[src/rtl/song_player.sv]
// Song ROM sequencer. It walks one 128-word region and holds each note or rest for D external
// ticks, then stops at the end marker or loops back to the start of the region.
module song_player (
  input  logic        clk,
  input  logic        rst,
  input  logic        start,
  input  logic        stop,
  input  logic [1:0]  song_sel,
  input  logic        loop,
  input  logic        tick,
  output logic [8:0]  rom_addr,
  input  logic [15:0] rom_data,
  output logic [5:0]  note,
  output logic        note_on,
  output logic        note_strobe,
  output logic        busy,
  output logic        done
);

  typedef enum logic [1:0] {StIdle, StFetch, StPlay} state_e;

  state_e     state;
  logic [5:0] cnt;

  logic       is_rest;
  logic [5:0] pitch;
  logic [5:0] dur;
  logic       at_last;
  logic [8:0] next_addr;
  logic [8:0] base_addr;
  logic       advance;
  logic       end_hit;
  logic       unused_bits;

  assign is_rest     = rom_data[15];
  assign pitch       = rom_data[14:9];
  assign dur         = is_rest ? rom_data[14:9] : rom_data[8:3];
  assign unused_bits = ^rom_data[2:0];
  assign at_last     = (rom_addr[6:0] == 7'h7f);
  // Only the low 7 bits advance, so playback can never cross into a neighbouring song.
  assign next_addr   = {rom_addr[8:7], rom_addr[6:0] + 7'd1};
  assign base_addr   = {rom_addr[8:7], 7'd0};

  // Running off the last word of a region is handled exactly like an end marker.
  always_comb begin
    advance = 1'b0;
    end_hit = 1'b0;
    unique case (state)
      StFetch: begin
        if (dur == 6'd0) begin
          if (is_rest || at_last) end_hit = 1'b1;
          else                    advance = 1'b1;
        end
      end
      StPlay: begin
        if (tick && cnt == 6'd1) begin
          if (at_last) end_hit = 1'b1;
          else         advance = 1'b1;
        end
      end
      default: ;
    endcase
  end

  always_ff @(posedge clk) begin
    if (rst) begin
      state       <= StIdle;
      cnt         <= 6'd0;
      rom_addr    <= 9'd0;
      note        <= 6'd0;
      note_on     <= 1'b0;
      note_strobe <= 1'b0;
      busy        <= 1'b0;
      done        <= 1'b0;
    end else begin
      note_strobe <= 1'b0;
      done        <= 1'b0;
      if (stop) begin
        state   <= StIdle;
        cnt     <= 6'd0;
        note    <= 6'd0;
        note_on <= 1'b0;
        busy    <= 1'b0;
      end else if (start) begin
        state    <= StFetch;
        rom_addr <= {song_sel, 7'd0};
        cnt      <= 6'd0;
        note     <= 6'd0;
        note_on  <= 1'b0;
        busy     <= 1'b1;
      end else if (end_hit) begin
        cnt     <= 6'd0;
        note    <= 6'd0;
        note_on <= 1'b0;
        if (loop) begin
          rom_addr <= base_addr;
          state    <= StFetch;
        end else begin
          state <= StIdle;
          busy  <= 1'b0;
          done  <= 1'b1;
        end
      end else if (advance) begin
        rom_addr <= next_addr;
        note     <= 6'd0;
        note_on  <= 1'b0;
        state    <= StFetch;
      end else begin
        unique case (state)
          StFetch: begin
            cnt   <= dur;
            state <= StPlay;
            if (is_rest) begin
              note    <= 6'd0;
              note_on <= 1'b0;
            end else begin
              note        <= pitch;
              note_on     <= 1'b1;
              note_strobe <= 1'b1;
            end
          end
          StPlay: begin
            if (tick) cnt <= cnt - 6'd1;
          end
          default: ;
        endcase
      end
    end
  end

endmodule

[config.mk]
export PLATFORM = sky130hd
export DESIGN_NAME = song_player
export DESIGN_NICKNAME = d
export VERILOG_FILES = /design/src/rtl/song_player.sv
export SDC_FILE = /design/constraint.sdc
export NUM_CORES = 1
export LEC_CHECK = 0
export CAP_MARGIN = 40
export CORE_MARGIN = 4
export CORE_UTILIZATION = 40
export DETAILED_ROUTE_END_ITERATION = 6
export PLACE_DENSITY = 0.69
export SYNTH_ARGS = -nofsm -noshare
export SYNTH_HDL_FRONTEND = slang
export SYNTH_SLANG_ARGS = --single-unit
[constraint.sdc]
create_clock -name clk -period 2.1 [get_ports clk]
set_input_delay 0.42 -clock clk [delete_from_list [all_inputs] [get_ports clk]]
set_output_delay 0.42 -clock clk [all_outputs]
set_load 0.005 [all_outputs]
# After elaboration in Yosys (flattened, before gate mapping)
# Cells that the tools add are included.
[word_totals]
reg_bits = 27
input_bits = 24
output_inout_bits = 19
wordCells = 69
[classes]
addsub = 2
n_eq_ne = 7
muxes = 28
bitwise_logic = 4
n_reduce_logical = 18
[op_table]
columns = ["cell", "count"]
rows = [
  ["6-bit two-way mux", 3],
  ["9-bit two-way mux", 2],
  ["1-bit two-way mux", 15],
  ["7-bit two-way mux", 2],
  ["6-bit one-hot mux with 2 select lines", 1],
  ["4-bit OR reduction", 2],
  ["7-bit by 1-bit adder with 7-bit output (second input constant)", 1],
  ["7-bit equality test (second input constant)", 1],
  ["6-bit by 1-bit equality test with 1-bit output (second input constant)", 1],
  ["6-bit zero test", 1],
  ["2-bit two-way mux", 3],
  ["3-bit AND reduction", 2],
  ["3-bit nonzero test", 2],
  ["6-bit OR reduction", 1],
  ["6-bit by 1-bit subtractor with 6-bit output (second input constant)", 1],
  ["5-bit OR reduction", 1],
  ["2-bit != test (second input constant)", 2],
  ["1-bit inverter", 4],
  ["1-bit one-hot mux with 2 select lines", 2],
  ["2-bit AND reduction", 2],
  ["2-bit nonzero test", 2],
  ["4-bit nonzero test", 1],
  ["3-bit != test (second input constant)", 1],
  ["3-bit OR reduction", 1],
  ["other kinds (5)", 5],
]

# Longest topological paths before layout
# Gate-level depths: netlist of run 1.
[logic_depth]
ltp_word = 8
depth_mapped = 8
ltp_nobuf = 7

# Least setup slack after synthesis of run 1
# OpenSTA, ideal clock, no wires.
[synth_timing]
kind = "register to register"
start = "register state[0]"
end = "register rom_addr[2]"
arrival_time_ns = 1.699
t_required_ns = 1.966
setup_slack_ns = 0.268
stages_incl_launch_ff = 9
cell_sequence = "dfxtp_1 > inv_1 > ha_1 > buf_6 > nor3b_2 > nand4_2 > a31o_1 > o31ai_4 > a31oi_1"
[synth_via]
elab_chain_cells = 4
word_cells_on_any_way = 9
[synth_rtl]
columns = ["item", "line_no", "source"]
rows = [
  ["start: declaration", "22", "state_e state;"],
  ["start signal: assignment", "67", "state <= StIdle;"],
  ["start signal: assignment", "79", "state <= StIdle;"],
  ["start signal: assignment", "85", "state <= StFetch;"],
  ["2-bit equality test / 2-bit by 1-bit equality test with 1-bit output (equally long branches)", "48", "unique case (state)"],
  ["1-bit one-hot mux with 2 select lines", "48", ""],
  ["3-bit != test (no line), or another cell as far along", "n/a", ""],
  ["3-bit AND reduction (no line) / 9-bit two-way mux (equally long branches)", "n/a", ""],
  ["end signal: assignment", "86", "rom_addr <= {song_sel, 7'd0};"],
  ["end signal: assignment", "96", "rom_addr <= base_addr;"],
  ["end signal: assignment", "104", "rom_addr <= next_addr;"],
  ["end: declaration", "11", "output logic [8:0] rom_addr,"],
]
# Several ways; a longest one is shown, not always the timed one. The select of a mux whose other input is x is not followed.
# A chain may end at the register's enable or synchronous reset.

# Worst setup path after layout of run 1
[layout_timing]
start = "input port rom_data[12]"
end = "register note[0]"
[layout_via]
elab_chain_cells = 5
word_cells_on_any_way = 7
[layout_rtl]
columns = ["item", "line_no", "source"]
rows = [
  ["start: declaration", "12", "input logic [15:0] rom_data,"],
  ["6-bit two-way mux *", "37", "assign dur = is_rest ? rom_data[14:9] : rom_data[8:3];"],
  ["6-bit zero test *", "50", "if (dur == 6'd0) begin"],
  ["1-bit two-way mux", "50", ""],
  ["1-bit one-hot mux with 2 select lines", "48", ""],
  ["5-bit OR reduction (no line) *", "n/a", ""],
  ["end signal: assignment", "117", "note <= pitch;"],
  ["end: declaration", "13", "output logic [5:0] note,"],
]
# Mark *: on every way between the ends. The rest lies on a longest branch, timed or not.

==> reports/qor.csv, run 1 <==
stage,metric,value,unit
synth,seq_area_frac_synth,35.01,%
timing,hold_ws,0.4659,ns
synth,avgSynthCellArea,9.136,sq um
routing,wl_per_cell,14.56,microns
synth,synth_area,1544,sq um
synth,ys.warnings.count,0,
worst_setup_path,r2r_slack,0.08,ns
clock_tree,cts.path.max_buffers,2,
worst_setup_path,reg2regPathDepth,9,
floorplanning,rows,22,
timing,worst_pin_slew,0.4728,ns
min_path,hp-start,note_on,
grt,track_usage,16.54,%
worst_setup_path,path_buf_inv,3,
timing,hold_violations,0,
place,place.gp.congestion,0.8594,
grt,grt_pass1_vias,1554,
synth,synthCells,169,
grt,top_usage_layer,met2,
flow_run,maxCapViolCount,0,
pwr,total_leakage_power,0.8221,nW
worst_setup_path,required,2.27,ns
pwr,power_density,436.6,nW/um^2
floorplanning,start_util,41.86,%
floorplanning,fp.dieH,70.13,microns
grt,use_met3,3.885,%
timing,fin_crit,2.046,ns
clock_tree,clkTransAtPathRegs,0.10,ns
synth,synth.most_common_cell,dfxtp_1,
finish,layout-drive-gt1-share,19.23,%
synth,ys_ff_latch,27,
finish,fin_area,2245,sq um
timing,max_freq,488.7,MHz
floorplanning,die-area,4918,sq um
worst_setup_path,crit_fanout,8,
place,dp_slack,-0.2386,ns
clock_tree,clkSinkCount,27,
grt,globalRoute.totalOverflow,0,
grt,met1_usage,20.49,%
grt,met2_usage,28.96,%
synth,synth_top_area_cell,dfxtp_1,
synth,synth-main-ff-cell,dfxtp_1,
floorplanning,die_w,70.13,microns
timing,relSlewSlack,68.48,%
clock_tree,htree_levels,1,
worst_setup_path,critPathTopFamily,buffers and inverters,
worst_setup_path,setup.worst_path.end_class,flip-flop,
pwr,ir_drop,0.0003232,V
timing,fin_ws,0.05396,ns
worst_setup_path,startpoint,rom_data[12],
floorplanning,core_area,3689,sq um
timing,setup_viol,0,
worst_setup_path,cpPeakStageDelay,0.46,ns
clock_tree,clk_latency,0.27,ns
synth,synth.net_count,198,
place,dpl.hpwl,3255,microns
synth,async_flop_share,0,%
timing,timing.final.crit_share,97.43,%
clock_tree,tritoncts,done,
timing,tns,0,ns
worst_setup_path,critPathLaunchType,primary input,
routing,avgViaCountPerCell,5.489,
routing,wirelength,4107,microns
clock_tree,holdBufCountCts,0,
status,status,"finished, final reports clean",
synth,ys_top_cells_by_count,"dfxtp_1, nand3_1, nor2_1",
routing,drtPass1Iterations,4,
place,numPortBuffers,39,
routing,drtIter0Drc,167,
min_path,hold_path.class,flip-flop to flip-flop,
min_path,min_path_cells,1,
timing,slew_violations,0,
routing,route.detailed.drc,0,
synth,synth_edf_count,0,
floorplanning,io_pins,43,
routing,vias,1548,
grt,grt_max_degree,18,
worst_setup_path,cp_slowest_cell,clkdlybuf4s50_1,
worst_setup_path,crit_type,primary input to flip-flop,
min_path,min_to,note_on,
timing,rsz0062_at_grt,true,
finish,n_antenna_cell,0,
routing,drtAntennaViolNets,0,
synth,synth.area.top_cells,"dfxtp_1, nand3_1, mux2i_1, ha_1, a22o_1",
synth,synth_cell_types,47,
worst_setup_path,path_cells,clkdlybuf4s50_1 -> nor4_4 -> nand2_2 -> buf_4 -> a31oi_4 -> nor4b_4 -> buf_4 -> a22o_1,
grt,grt_pass1_wl,6796,microns
finish,finish.utilization,60.85,%
synth,synth.top_cell.area_share,35.01,%
finish,area_delta_synth_final,45.38,%
worst_setup_path,reg2reg_to,note[0],
finish,fillerInstances,325,
worst_setup_path,r2r-start,state[1],
timing,skew,0.005096,ns
clock_tree,root_buffer,clkbuf_8,
place,placed_area,2140,sq um
worst_setup_path,crit_arrival,2.22,ns
clock_tree,cts_made_buffers,3,
grt,antenna_found_initial,0,
finish,nNetsFinal,264,
worst_setup_path,cpMostUsedCell,buf_4,
## registers in the layout, indices dropped and copies added, names as in the netlist
signal,count
rom_addr,9
cnt,6
note,6
state,2
busy,1
done,1
note_on,1
note_strobe,1
## through the flow
stage | cells | total power [W]
after floorplan | 169 | 0.0005971
after global placement | 275 | 0.0006798
after detailed placement | 275 | 0.0006835
after CTS | 279 | 0.0009844
after global routing | 282 | 0.001026
final | 282 | 0.0009801
## timing repair
| action | in CTS | in global routing |
|---|---|---|
| setup endpoints to repair | 0 | 17 |
| buffers inserted | 0 | 3 |
| gates resized for setup | 0 | 9 |
## cell type report
type	count	area, sq um	area share (%)
inverters	8	30.03	1.338
well taps	48	60.06	2.676
multi-input cells	129	970.9	43.26
clock buffers	4	45.04	2.007
flip-flops and latches	27	540.5	24.08
repair buffers	66	598.1	26.64
## power by group
| group | switching, W | internal [W] | leakage (nW) |
|---|---|---|---|
| Clock | 0.000168 | 0.000136 | 0.0228 |
| Sequential | 0.00000384 | 0.000518 | 0.218 |
| Combinational | 0.0000690 | 0.0000849 | 0.581 |
| Total | 0.000241 | 0.000739 | 0.822 |
## worst max path at each step
| stage | to | depth (start not counted) |
|---|---|---|
| 2_1_floorplan | rom_addr[2] | 8 |
| 3_3_place_gp | cnt[2] | 6 |
| 3_5_place_dp | rom_addr[4] | 7 |
| 4_1_cts | rom_addr[4] | 7 |
| 5_1_grt | note[2] | 9 |
| 6_report | note[0] | 8 |
## placed cells by master, fill, tap and decap left out, drive strengths merged, types with 6 or more instances in the layout
cell type and count:
a211oi 7, a21oi 8, a22o 6, a31oi 7, buf 27, clkdlybuf4s50 37, dfxtp 27, inv 8
mux2i 7, nand2 7, nand3 15, nor2 9, nor3 6, o21ai 8
## cell families (layout without fill, tap and decap cells)
group           Yosys count  count (layout)  share of synthesized area, %
simple gates             62              62                         25.53
compound gates           55              55                         26.66
flops                    27              27                         35.01
buf+inv                  13              78                         4.213
mux                       7               7                         4.538
fa+ha+maj                 5               5                         4.052
## layer usage
| metal | vias up | part of all wire, % | wire, microns |
|---|---|---|---|
| met5 | - | 0 | 0 |
| met4 | 0 | 0.71 | 29 |
| met3 | 4 | 5.4 | 223 |
| met2 | 42 | 50 | 2055 |
| met1 | 725 | 44 | 1798 |
| li1 | 777 | - | - |
(Power assumes the default switching activity.)
==> inputs of run 2 (changes only) <==
- PLACE_DENSITY: 0.69 -> default
- PLACE_DENSITY_LB_ADDON: default -> 0.1
==> run 2 against run 1 <==
Design area down 2.0%; critical endpoint is now note[5]; utilization down 1.2 points; combinational power about the same; largest cell class unchanged; wire length down 0.49%.
==> reports/qor.csv, run 2 (synthesized netlist as in run 1, its figures left out) <==
stage,metric,value,unit,change
clock_tree,cts.path.max_buffers,2,,unchanged
place,dp.cells,272,,was 275
routing,vias,1539,,"was 1,548"
worst_setup_path,cpPeakStageDelay,0.46,ns,about the same
worst_setup_path,crit_type,primary input to flip-flop,,unchanged
finish,area_delta_synth_final,42.54,%,was 45.38%
clock_tree,clkTransAtPathRegs,0.09,ns,was 0.10 ns
finish,layout_commonest_cell,clkdlybuf4s50_1,,unchanged
worst_setup_path,critPathLaunchType,primary input,,unchanged
place,place.gp.congestion,0.8400,,was 0.8594
worst_setup_path,r2r-start,state[0],,was state[1]
finish,layout-drive-gt1-share,17.47,%,was 19.23%
timing,slew_violations,0,,unchanged
place,dp_slack,-0.2391,ns,was -0.2386 ns
finish,n_antenna_cell,0,,unchanged
floorplanning,start_util,41.86,%,unchanged
worst_setup_path,cpMostUsedCell,buf_4,,unchanged
pwr,ir_drop,0.0002313,V,was 0.0003232 V
clock_tree,cts_made_buffers,3,,unchanged
grt,globalRoute.totalOverflow,0,,unchanged
finish,fin_area,2201,sq um,was 2245 sq um
routing,drtIter0Drc,179,,was 167
flow_run,maxCapViolCount,0,,unchanged
min_path,hold_path.class,flip-flop to flip-flop,,unchanged
finish,finish.utilization,59.67,%,was 60.85%
clock_tree,clkSinkCount,27,,unchanged
floorplanning,fp.dieH,70.13,microns,unchanged
timing,fin_ws,0.05769,ns,was 0.05396 ns
timing,skew,0.002539,ns,was 0.005096 ns
clock_tree,htree_levels,1,,unchanged
grt,grt_max_degree,18,,unchanged
timing,relSlewSlack,65.09,%,was 68.48%
timing,timing.final.crit_share,97.25,%,was 97.43%
worst_setup_path,required,2.27,ns,about the same
worst_setup_path,path_cells,clkdlybuf4s50_1 -> nor4_4 -> nand2_2 -> buf_4 -> a31oi_4 -> nor4b_4 -> buf_4 -> a22o_1,,unchanged
finish,fillerInstances,338,,was 325
grt,antenna_found_initial,0,,unchanged
routing,drtPass1Iterations,4,,unchanged
timing,max_freq,489.6,MHz,was 488.7 MHz
floorplanning,die_w,70.13,microns,unchanged
place,dpl.hpwl,3095,microns,was 3255 microns
clock_tree,clk_latency,0.27,ns,about the same
status,status,"finished, final reports clean",,unchanged
floorplanning,io_pins,43,,unchanged
grt,track_usage,16.89,%,was 16.54%
place,numPortBuffers,39,,unchanged
timing,hold_ws,0.4644,ns,was 0.4659 ns
pwr,total_leakage_power,0.8062,nW,was 0.8221 nW
finish,largest_reg_flops,9,,unchanged
routing,wl_per_cell,14.75,microns,was 14.56 microns
timing,worst_pin_slew,0.5236,ns,was 0.4728 ns
timing,setup_viol,0,,unchanged
routing,drtAntennaViolNets,0,,unchanged
min_path,hp-start,note_on,,unchanged
grt,grt_pass1_wl,6969,microns,was 6796 microns
finish,nNetsFinal,259,,was 264
timing,fin_crit,2.042,ns,was 2.046 ns
finish,final_cells,277,,was 282
finish,top_register,rom_addr,,unchanged
worst_setup_path,crit_arrival,2.22,ns,about the same
clock_tree,tritoncts,done,,unchanged
worst_setup_path,path_buf_inv,3,,unchanged
routing,avgViaCountPerCell,5.556,,was 5.489
routing,wirelength,4087,microns,was 4107 microns
worst_setup_path,cp_slowest_cell,clkdlybuf4s50_1,,unchanged
floorplanning,rows,22,,unchanged
pwr,power_density,444.4,nW/um^2,was 436.6 nW/um^2
finish,reg_top3,"rom_addr (9), cnt (6), note (6)",,unchanged
worst_setup_path,startpoint,rom_data[12],,unchanged
timing,hold_violations,0,,unchanged
worst_setup_path,critPathTopFamily,buffers and inverters,,unchanged
clock_tree,root_buffer,clkbuf_8,,unchanged
grt,grt_pass1_vias,1540,,"was 1,554"
floorplanning,die-area,4918,sq um,unchanged
worst_setup_path,crit_fanout,8,,unchanged
timing,rsz0062_at_grt,false,,was true
routing,route.detailed.drc,0,,unchanged
finish,final_cell_mix,"clkdlybuf4s50_1, dfxtp_1, buf_4, nand3_1, nor2_1",,unchanged
place,placed_area,2117,sq um,was 2140 sq um
floorplanning,core_area,3689,sq um,unchanged
worst_setup_path,setup.worst_path.end_class,flip-flop,,unchanged
==> run 2: power by group <==
| part | internal, W | switching (W) | leakage (nW) |
|---|---|---|---|
| registers | 0.000518 | 0.00000371 | 0.218 |
| logic | 0.0000833 | 0.0000695 | 0.565 |
| clock network | 0.000136 | 0.000168 | 0.0228 |
| total | 0.000737 | 0.000241 | 0.806 |
==> run 2: layout make-up <==
| class | instances | area, sq um | area share [%] |
|---|---|---|---|
| Sequential cell | 27 | 540.5 | 24.56 |
| Timing Repair Buffer | 61 | 563.0 | 25.58 |
| Tap cell | 48 | 60.06 | 2.729 |
| Inverter | 8 | 30.03 | 1.364 |
| Clock buffer | 4 | 45.04 | 2.047 |
| Multi-Input combinational cell | 129 | 962.2 | 43.72 |
==> run 2: final timing paths <==
check                               end  slack (ns)  cells after the start
worst max-delay path            note[5]        0.06                      8
worst max register to register  note[5]        0.14                      9
worst min register to register  note_on        0.46                      1
worst min-delay path            note_on        0.46                      1
==> run 2: timing repair <==
item | 4_1_cts | 5_1_grt
endpoints found under the setup margin | 0 | 17
setup buffers | 0 | 1
endpoints found under the hold margin | 0 | 0
hold buffers | 0 | 0
resized for setup | 0 | 8
==> run 2: per-layer routing <==
layer	wire length, microns	global-route usage, %	vias up	share of wire, %
li1	-	-	774	-
met1	1936	23.27	710	47
met2	1912	26.44	51	47
met3	195	3.741	4	4.8
met4	43	4.681	0	1.1
met5	0	0	-	0
==> run 2: stage by stage <==
step,setup TNS (ns),total power (W)
detailed placement,-4.293,0.0006822
global route,0,0.001031
global placement,-3.824,0.0006796
finish,0,0.0009780
CTS,0,0.0009901
floorplan,0,0.0005971
==> inputs of run 3 (changes only) <==
- CORE_MARGIN: 4 -> default
==> run 3 against run 2 <==
Non-clock buffer count is 2 higher; sequential cell count stayed put; critical path depth is 2 lower; wire length is 4.4% lower; maximum frequency is 2.7% higher; worst setup slack better by 0.053 ns.
==> reports/qor.csv, run 3 (synthesized netlist as in run 1, its figures left out) <==
stage,metric,value,unit,change
status,status,"finished, final reports clean",,unchanged
timing,skew,0.003028,ns,was 0.002539 ns
timing,slew_violations,0,,unchanged
finish,finish.utilization,60.11,%,was 59.67%
finish,fillerInstances,358,,was 338
floorplanning,fp.dieH,64.13,microns,was 70.13 microns
timing,max_freq,502.6,MHz,was 489.6 MHz
floorplanning,rows,22,,unchanged
grt,globalRoute.totalOverflow,0,,unchanged
routing,drtPass1Iterations,6,,was 4
place,numPortBuffers,39,,unchanged
timing,hold_ws,0.4645,ns,was 0.4644 ns
worst_setup_path,crit_arrival,2.14,ns,was 2.22 ns
floorplanning,io_pins,43,,unchanged
routing,route.detailed.drc,0,,unchanged
timing,timing.final.crit_share,94.74,%,was 97.25%
grt,grt_pass1_vias,1457,,"was 1,540"
finish,final_cell_mix,"clkdlybuf4s50_1, dfxtp_1, buf_4, nand3_1, nor2_1",,unchanged
clock_tree,holdBufCountCts,0,,unchanged
routing,vias,1536,,"was 1,539"
finish,seqCellArea,540.5,sq um,unchanged
timing,rsz0062_at_grt,false,,unchanged
pwr,p_seq_share,53.4,%,was 53.3%
worst_setup_path,path_cells,clkdlybuf4s50_1 -> and4bb_2 -> nand2_2 -> a31o_1 -> o31ai_4 -> a31oi_1,,was clkdlybuf4s50_1 -> nor4_4 -> nand2_2 -> buf_4 -> a31oi_4 -> nor4b_4 -> buf_4 -> a22o_1
clock_tree,cts.path.max_buffers,2,,unchanged
finish,area_delta_synth_final,43.60,%,was 42.54%
pwr,p_comb_share,15.7,%,was 15.6%
clock_tree,tritoncts,done,,unchanged
clock_tree,clk_latency,0.27,ns,about the same
place,place.gp.congestion,0.8203,,was 0.8400
routing,wl_per_cell,14.00,microns,was 14.75 microns
timing,worst_pin_slew,0.4735,ns,was 0.5236 ns
pwr,clkPwrFrac,31.0,%,was 31.1%
clock_tree,root_buffer,clkbuf_8,,unchanged
grt,track_usage,19.95,%,was 16.89%
floorplanning,die_w,64.13,microns,was 70.13 microns
finish,multi_input_area,968.4,sq um,was 962.2 sq um
routing,wirelength,3906,microns,was 4087 microns
grt,grt_pass1_wl,6575,microns,was 6969 microns
clock_tree,clkTransAtPathRegs,0.09,ns,about the same
flow_run,maxCapViolCount,0,,unchanged
worst_setup_path,required,2.25,ns,was 2.27 ns
finish,largest_reg_flops,9,,unchanged
worst_setup_path,critPathLaunchType,primary input,,unchanged
floorplanning,core_area,3689,sq um,unchanged
pwr,ir_drop,0.0002479,V,was 0.0002313 V
clock_tree,clkSinkCount,27,,unchanged
finish,n_antenna_cell,0,,unchanged
pwr,p_int,0.0007389,W,was 0.0007372 W
clock_tree,cts_made_buffers,3,,unchanged
timing,relSlewSlack,68.43,%,was 65.09%
clock_tree,htree_levels,1,,unchanged
timing,fin_crit,1.990,ns,was 2.042 ns
place,dp_slack,-0.1954,ns,was -0.2391 ns
worst_setup_path,cpPeakStageDelay,0.58,ns,was 0.46 ns
routing,avgViaCountPerCell,5.505,,was 5.556
timing,setup_viol,0,,unchanged
pwr,total_leakage_power,0.7912,nW,was 0.8062 nW
pwr,sw_frac_of_total,24.39,%,was 24.62%
floorplanning,start_util,41.86,%,unchanged
worst_setup_path,setup.worst_path.end_class,flip-flop,,unchanged
routing,drtAntennaViolNets,0,,unchanged
timing,fin_ws,0.1105,ns,was 0.05769 ns
worst_setup_path,critPathTopFamily,compound AO/OA/AOI/OAI gates,,was buffers and inverters
finish,top_register,rom_addr,,unchanged
grt,grt_max_degree,18,,unchanged
timing,hold_violations,0,,unchanged
floorplanning,die-area,4113,sq um,was 4918 sq um
place,dpl.hpwl,3006,microns,was 3095 microns
min_path,hold_path.class,flip-flop to flip-flop,,unchanged
pwr,switchingPower,0.0002384,W,was 0.0002408 W
grt,antenna_found_initial,0,,unchanged
finish,layout-drive-gt1-share,18.18,%,was 17.47%
routing,drtIter0Drc,87,,was 179
worst_setup_path,path_buf_inv,1,,was 3
finish,reg_top3,"rom_addr (9), cnt (6), note (6)",,unchanged
worst_setup_path,crit_type,primary input to flip-flop,,unchanged
worst_setup_path,cp_slowest_cell,clkdlybuf4s50_1,,unchanged
worst_setup_path,crit_fanout,7,,was 8
finish,nNetsFinal,261,,was 259
pwr,power_density,440.8,nW/um^2,was 444.4 nW/um^2
finish,layout_commonest_cell,clkdlybuf4s50_1,,unchanged
run 3: through the flow:
step | TNS, ns | power (W) | area (sq um) | instances
floorplan | 0 | 0.0005971 | 1544 | 169
global placement | -3.653 | 0.0006799 | 2125 | 273
detailed placement | -3.714 | 0.0006826 | 2125 | 273
CTS | 0 | 0.0009861 | 2170 | 277
global route | 0 | 0.001016 | 2217 | 279
finish | 0 | 0.0009773 | 2217 | 279
run 3: power groups by stage:
stage	registers, W	logic [W]	clock network [W]
2_1_floorplan	0.000533	0.0000639	0
3_3_place_gp	0.000533	0.000147	0
3_5_place_dp	0.000533	0.000149	0
4_1_cts	0.000522	0.000150	0.000315
5_1_grt	0.000523	0.000167	0.000327
6_report	0.000522	0.000153	0.000303
run 3: final timing paths:
| kind | startpoint | to | slack [ns] | cells after the start |
|---|---|---|---|---|
| worst min-delay path | note_on | note_on | 0.46 | 1 |
| worst max register to register | state[1] | cnt[0] | 0.16 | 8 |
| worst min register to register | note_on | note_on | 0.46 | 1 |
| worst max-delay path | rom_data[15] | rom_addr[6] | 0.11 | 6 |
run 3: timing repair:
action	4_1_cts	5_1_grt
resized for setup	0	7
setup buffers	0	2
setup endpoints to repair	0	12
run 3: cell type report:
class / count / share of cell area (%)
tap: 48 / 2.709
clock buffer: 4 / 2.032
inverter: 8 / 1.354
multi-input combinational: 129 / 43.68
sequential: 27 / 24.38
timing repair buffer: 63 / 25.85
run 3: worst register-to-register path: stages, from the launching register on:
cell,delay [ns]
dfxtp_1,0.38
inv_1,0.06
ha_1,0.25
nor4b_4,0.16
and2_1,0.19
o21ai_0,0.27
a21oi_1,0.12
buf_4,0.17
nor4_1,0.26
run 3: per-layer routing:
layer  vias to the layer above  wire, microns  part of all wire, %  global-route usage [%]
met5                         -              0                    0                       0
met4                         0             33                 0.84                   5.000
met3                         4            142                  3.6                   2.857
met2                        39           1831                   47                   33.11
met1                       714           1898                   49                   27.02
li1                        779              -                    -                       -
==> RTL change 1, RTL diff (settings of run 1) <==
Reset style: asynchronous (`rst`), changed in one clocked block.
--- a/src/rtl/song_player.sv
+++ b/src/rtl/song_player.sv
@@ -63,5 +63,5 @@
   end
 
-  always_ff @(posedge clk) begin
+  always_ff @(posedge clk or posedge rst) begin
     if (rst) begin
       state       <= StIdle;
Function: differs if rst is asserted again (counterexample within 4 cycles, from zero or initial values and one cycle with rst high); with rst held inactive, the same outputs for 10 cycles.
==> RTL change 1 against run 1 <==
Via count grew 3.2%. Largest cell class unchanged. Wire length up 3.3%. Die area up 6.8%. Worst hold slack improved by 0.022 ns. Register-to-register slack improved by 0.11 ns. Critical path depth fell by 1. Sequential cell count did not move. Area after synthesis rose by 7.7%. Final cell count is 3.5% higher. Setup slack improved by 0.12 ns. Power is 19% higher. Cell area rose by 5.0%.
==> RTL change 1: results (changes against run 1) <==
* Placed Area at 0.00227 mm2 (was 0.00214 mm2)
* First-pass GRT wire length at 7220 um (was 6800 um)
* Nets at 272 (was 264)
* FF-to-FF End: rom_addr[3] (was note[0])
* Gr usage total at 0.172 (was 0.165)
* Worst slack, placed at -0.319 ns (was -0.239 ns)
* DR iter-0 viols at 76 (was 167)
* Worst r2r path cells at 6 (was 9)
* Asr flop ratio synth at 1.00 (was 0)
* Via Count at 1598 (was 1548)
* Share of cells above drive strength 1 at 0.165 (was 0.192)
* Post-synth net total at 211 (was 198)
* Multi-input gate area at 945 um2 (was 971 um2)
* Worst Path Max Fanout at 4 (was 8)
* Hold/Removal Path Class: in -> async (was reg -> reg)
* Ys Warns at 0 (unchanged)
* Worst reg-to-reg setup slack at 0.19 ns (was 0.08 ns)
* Buffers on Ports at 39 (unchanged)
* Global placer's final weighted congestion at 0.882 (was 0.859)
* Synthesized area per cell at 9.14 um2 (about the same)
* DPL Wire Length at 3150 um (was 3250 um)
* Synth top cells by count: dfrtp_1 (27), a21oi_1 (15), nand2_1 (15), o21ai_0 (14) (was dfxtp_1 (27), nand3_1 (15), nor2_1 (9), a21oi_1 (8), inv_1 (8))
* Routed wire length per instance at 14.5 um (was 14.6 um)
* Cells after DPL at 288 (was 275)
* Register area share after synthesis at 0.406 (was 0.350)
* Max IR drop VDD at 288 uV (was 323 uV)
* Crit path launch: rom_data[10] (was rom_data[12])
* Clk_lat worst skew at between 0.2 and 0.3 ns
* Final critical-path share of the clock period at 0.918 (was 0.974)
* Origin of the critical flop-to-flop path: cnt[3] (was state[1])
* Run status: complete, no violations (unchanged)
* # fillers at 381 (was 325)
* Synth top area cells: dfrtp_1 (41%), a21oi_1 (4.5%), o21ai_0 (4.2%) (was dfxtp_1 (35%), nand3_1 (4.9%), mux2i_1 (4.5%))
* Arrival time worst endpoint at 2.08 ns (was 2.22 ns)
* Worst Skew at 0.00164 ns (was 0.00510 ns)
* Final setup viols at 0 (unchanged)
* Clock buffer count from CTS at 3 (unchanged)
* Hold WS at 0.488 ns (was 0.466 ns)
* Relative slew margins at 0.670 (was 0.685)
* Largest net degree at the start of global routing at 28 (was 18)
* Yosys cell types at 41 (was 47)
* EDFF count, synth at 0 (unchanged)
* Leakage at 0.995 nW (was 0.822 nW)
* Routed WL at 4240 um (was 4110 um)
## RTL change 1: what timing repair did
action                     CTS  global route
pin swaps                    1             1
gates resized for setup      2             4
cloned                       0             0
setup endpoints to repair    3            25
## RTL change 1: where the power goes
group | internal, mW | switching [mW] | total [mW]
Combinational | 0.156 | 0.123 | 0.279
Clock | 0.133 | 0.171 | 0.305
Sequential | 0.547 | 0.0299 | 0.577
## RTL change 1: kinds of logic after synthesis
group,Yosys count,synth area share
buffers and inverters,19,0.0474
muxes,8,0.0497
and+or+nand+nor,74,0.266
DFF,27,0.406
adders and majority gates,5,0.0376
AOI/OAI and AO/OA,49,0.193
## RTL change 1: worst min-delay path, stage by stage
cell and delay (ns):
clkdlybuf4s50_1 0.39, inv_1 0.05, buf_4 0.31
## RTL change 1: cell type report
class | count | area share
Inverter | 13 | 0.0207
Clock buffer | 3 | 0.0175
Clock inverter | 1 | 0.00212
Timing Repair Buffer | 62 | 0.245
Sequential cell | 27 | 0.287
Multi-Input combinational cell | 136 | 0.401
Tap cell | 50 | 0.0266
## RTL change 1: per-layer routing
| metal | GRT usage | vias to the layer above | wire length [um] |
|---|---|---|---|
| li1 | - | 780 | - |
| met1 | 0.239 | 771 | 2000 |
| met2 | 0.265 | 42 | 1920 |
| met3 | 0.0374 | 5 | 263 |
| met4 | 0.0594 | 0 | 55 |
| met5 | 0 | - | 0 |
==> RTL change 2, RTL diff (flow settings as in run 1) <==
Made on the original files. The 3 states of `state_e` get a one-hot encoding in 3 bits.
--- a/src/rtl/song_player.sv
+++ b/src/rtl/song_player.sv
@@ -18,5 +18,5 @@
 );
 
-  typedef enum logic [1:0] {StIdle, StFetch, StPlay} state_e;
+  typedef enum logic [2:0] {StIdle = 3'b001, StFetch = 3'b010, StPlay = 3'b100} state_e;
 
   state_e     state;
Function: same outputs for any inputs over 10 cycles, from zero or initial values and one cycle with rst high; not proved beyond that.
==> RTL change 2 against run 1 <==
Final cell count increased by 6.7%. Clock skew is 0.0019 ns lower. Via count grew 3.9%. Largest power group unchanged. Register-to-register slack better by 0.08 ns. Sequential cell count increased by 1. Synthesized cell count up 8.9%. Wire length up 8.1%. Setup slack worse by 0.0044 ns. Power increased by 7.0%. Critical path depth shrank 1. Area after synthesis rose by 3.1%. Die area is 2.7% higher. Cell area is 6.5% higher.
==> RTL change 2: results (changes against run 1) <==
* Run status: complete, no violations (unchanged)
* DR iter-0 viols at 59 (was 167)
* Register area share after synthesis at 0.352 (was 0.350)
* Synth top area cells: dfxtp_1 (35%), a21oi_1 (6.3%), nor2_1 (4.7%) (was dfxtp_1 (35%), nand3_1 (4.9%), mux2i_1 (4.5%))
* Max IR drop VDD at 270 uV (was 323 uV)
* Crit-path slowest cell: or4_4 (was clkdlybuf4s50_1)
* Leakage at 0.890 nW (was 0.822 nW)
* Yosys cell types at 52 (was 47)
* Synthesized area per cell at 8.65 um2 (was 9.14 um2)
* Post-synth net total at 211 (was 198)
* Cells after DPL at 289 (was 275)
* Worst reg-to-reg setup slack at 0.16 ns (was 0.08 ns)
* Worst Skew at 0.00315 ns (was 0.00510 ns)
* Nets at 281 (was 264)
* Gr usage total at 0.169 (was 0.165)
* Worst Path Max Fanout at 3 (was 8)
* Ys Warns at 0 (unchanged)
* Routed WL at 4440 um (was 4110 um)
* Relative slew margins at 0.643 (was 0.685)
* Max incr delay on CP at 0.56 ns (was 0.46 ns)
* Arrival time worst endpoint at 2.22 ns (about the same)
* Share of cells above drive strength 1 at 0.253 (was 0.192)
* Worst slack, placed at -0.492 ns (was -0.239 ns)
* Setup ws final at 0.0496 ns (was 0.0540 ns)
* Hold WS at 0.475 ns (was 0.466 ns)
* DPL Wire Length at 3110 um (was 3250 um)
* First-pass GRT wire length at 6990 um (was 6800 um)
* Synth top cells by count: dfxtp_1 (28), a21oi_1 (20), nor2_1 (20), nand2_1 (11), inv_1 (9) (was dfxtp_1 (27), nand3_1 (15), nor2_1 (9), a21oi_1 (8), inv_1 (8))
[RTL change 2: cell type report]
type                       instances  area, um2
clock buffer                       4       55.1
timing repair buffer              71        642
inverter                           9       33.8
fill                             347       1350
sequential                        28        562
multi-input combinational        141       1040
tap                               48       60.1
[RTL change 2: critical path: cells and delay by family]
kind | cells | cell delay, ns
compound gates | 3 | 0.61
buf+inv | 1 | 0.25
simple gates | 3 | 0.95
[RTL change 2: cell families (layout without fill, tap and decap cells)]
group,count (synthesis),count (layout),share of synthesized area
mux,7,7,0.0440
simple gates,74,74,0.278
compound gates,57,57,0.259
fa+ha+maj,3,3,0.0236
flops,28,28,0.352
buf+inv,15,84,0.0424
[RTL change 2: metal layers]
| metal | GRT usage | routed length [um] |
|---|---|---|
| met3 | 0.0213 | 122 |
| met4 | 0.0564 | 61 |
| met1 | 0.227 | 2000 |
| met2 | 0.279 | 2260 |
| met5 | 0 | 0 |
[RTL change 2: report_power, final]
part           total (mW)  switching (mW)  leakage, nW  internal [mW]
Clock               0.348           0.179       0.0288          0.168
Sequential          0.542         0.00529        0.227          0.537
Combinational       0.160          0.0725        0.635         0.0872
[RTL change 2: repair_timing]
item	in CTS	in global routing
setup buffers	1	7
endpoints found under the setup margin	14	13
pin swaps	8	9
resized for setup	12	16
endpoints found under the hold margin	0	0
[RTL change 2: path summary, 6_finish.rpt]
| check | from | end | depth (start not counted) |
|---|---|---|---|
| setup / recovery | rom_data[14] | rom_addr[4] | 7 |
| hold / removal | cnt[4] | cnt[4] | 2 |
| setup reg to reg | state[2] | rom_addr[4] | 6 |
| hold reg to reg | cnt[4] | cnt[4] | 2 |
[RTL change 2: metrics by stage]
stage | total power, mW | area [um2] | TNS (ns)
floorplan | 0.613 | 1590 | 0
global placement | 0.706 | 2200 | -7.53
detailed placement | 0.706 | 2200 | -8.52
CTS | 1.05 | 2270 | 0
global route | 1.09 | 2390 | -0.0783
finish | 1.05 | 2390 | 0
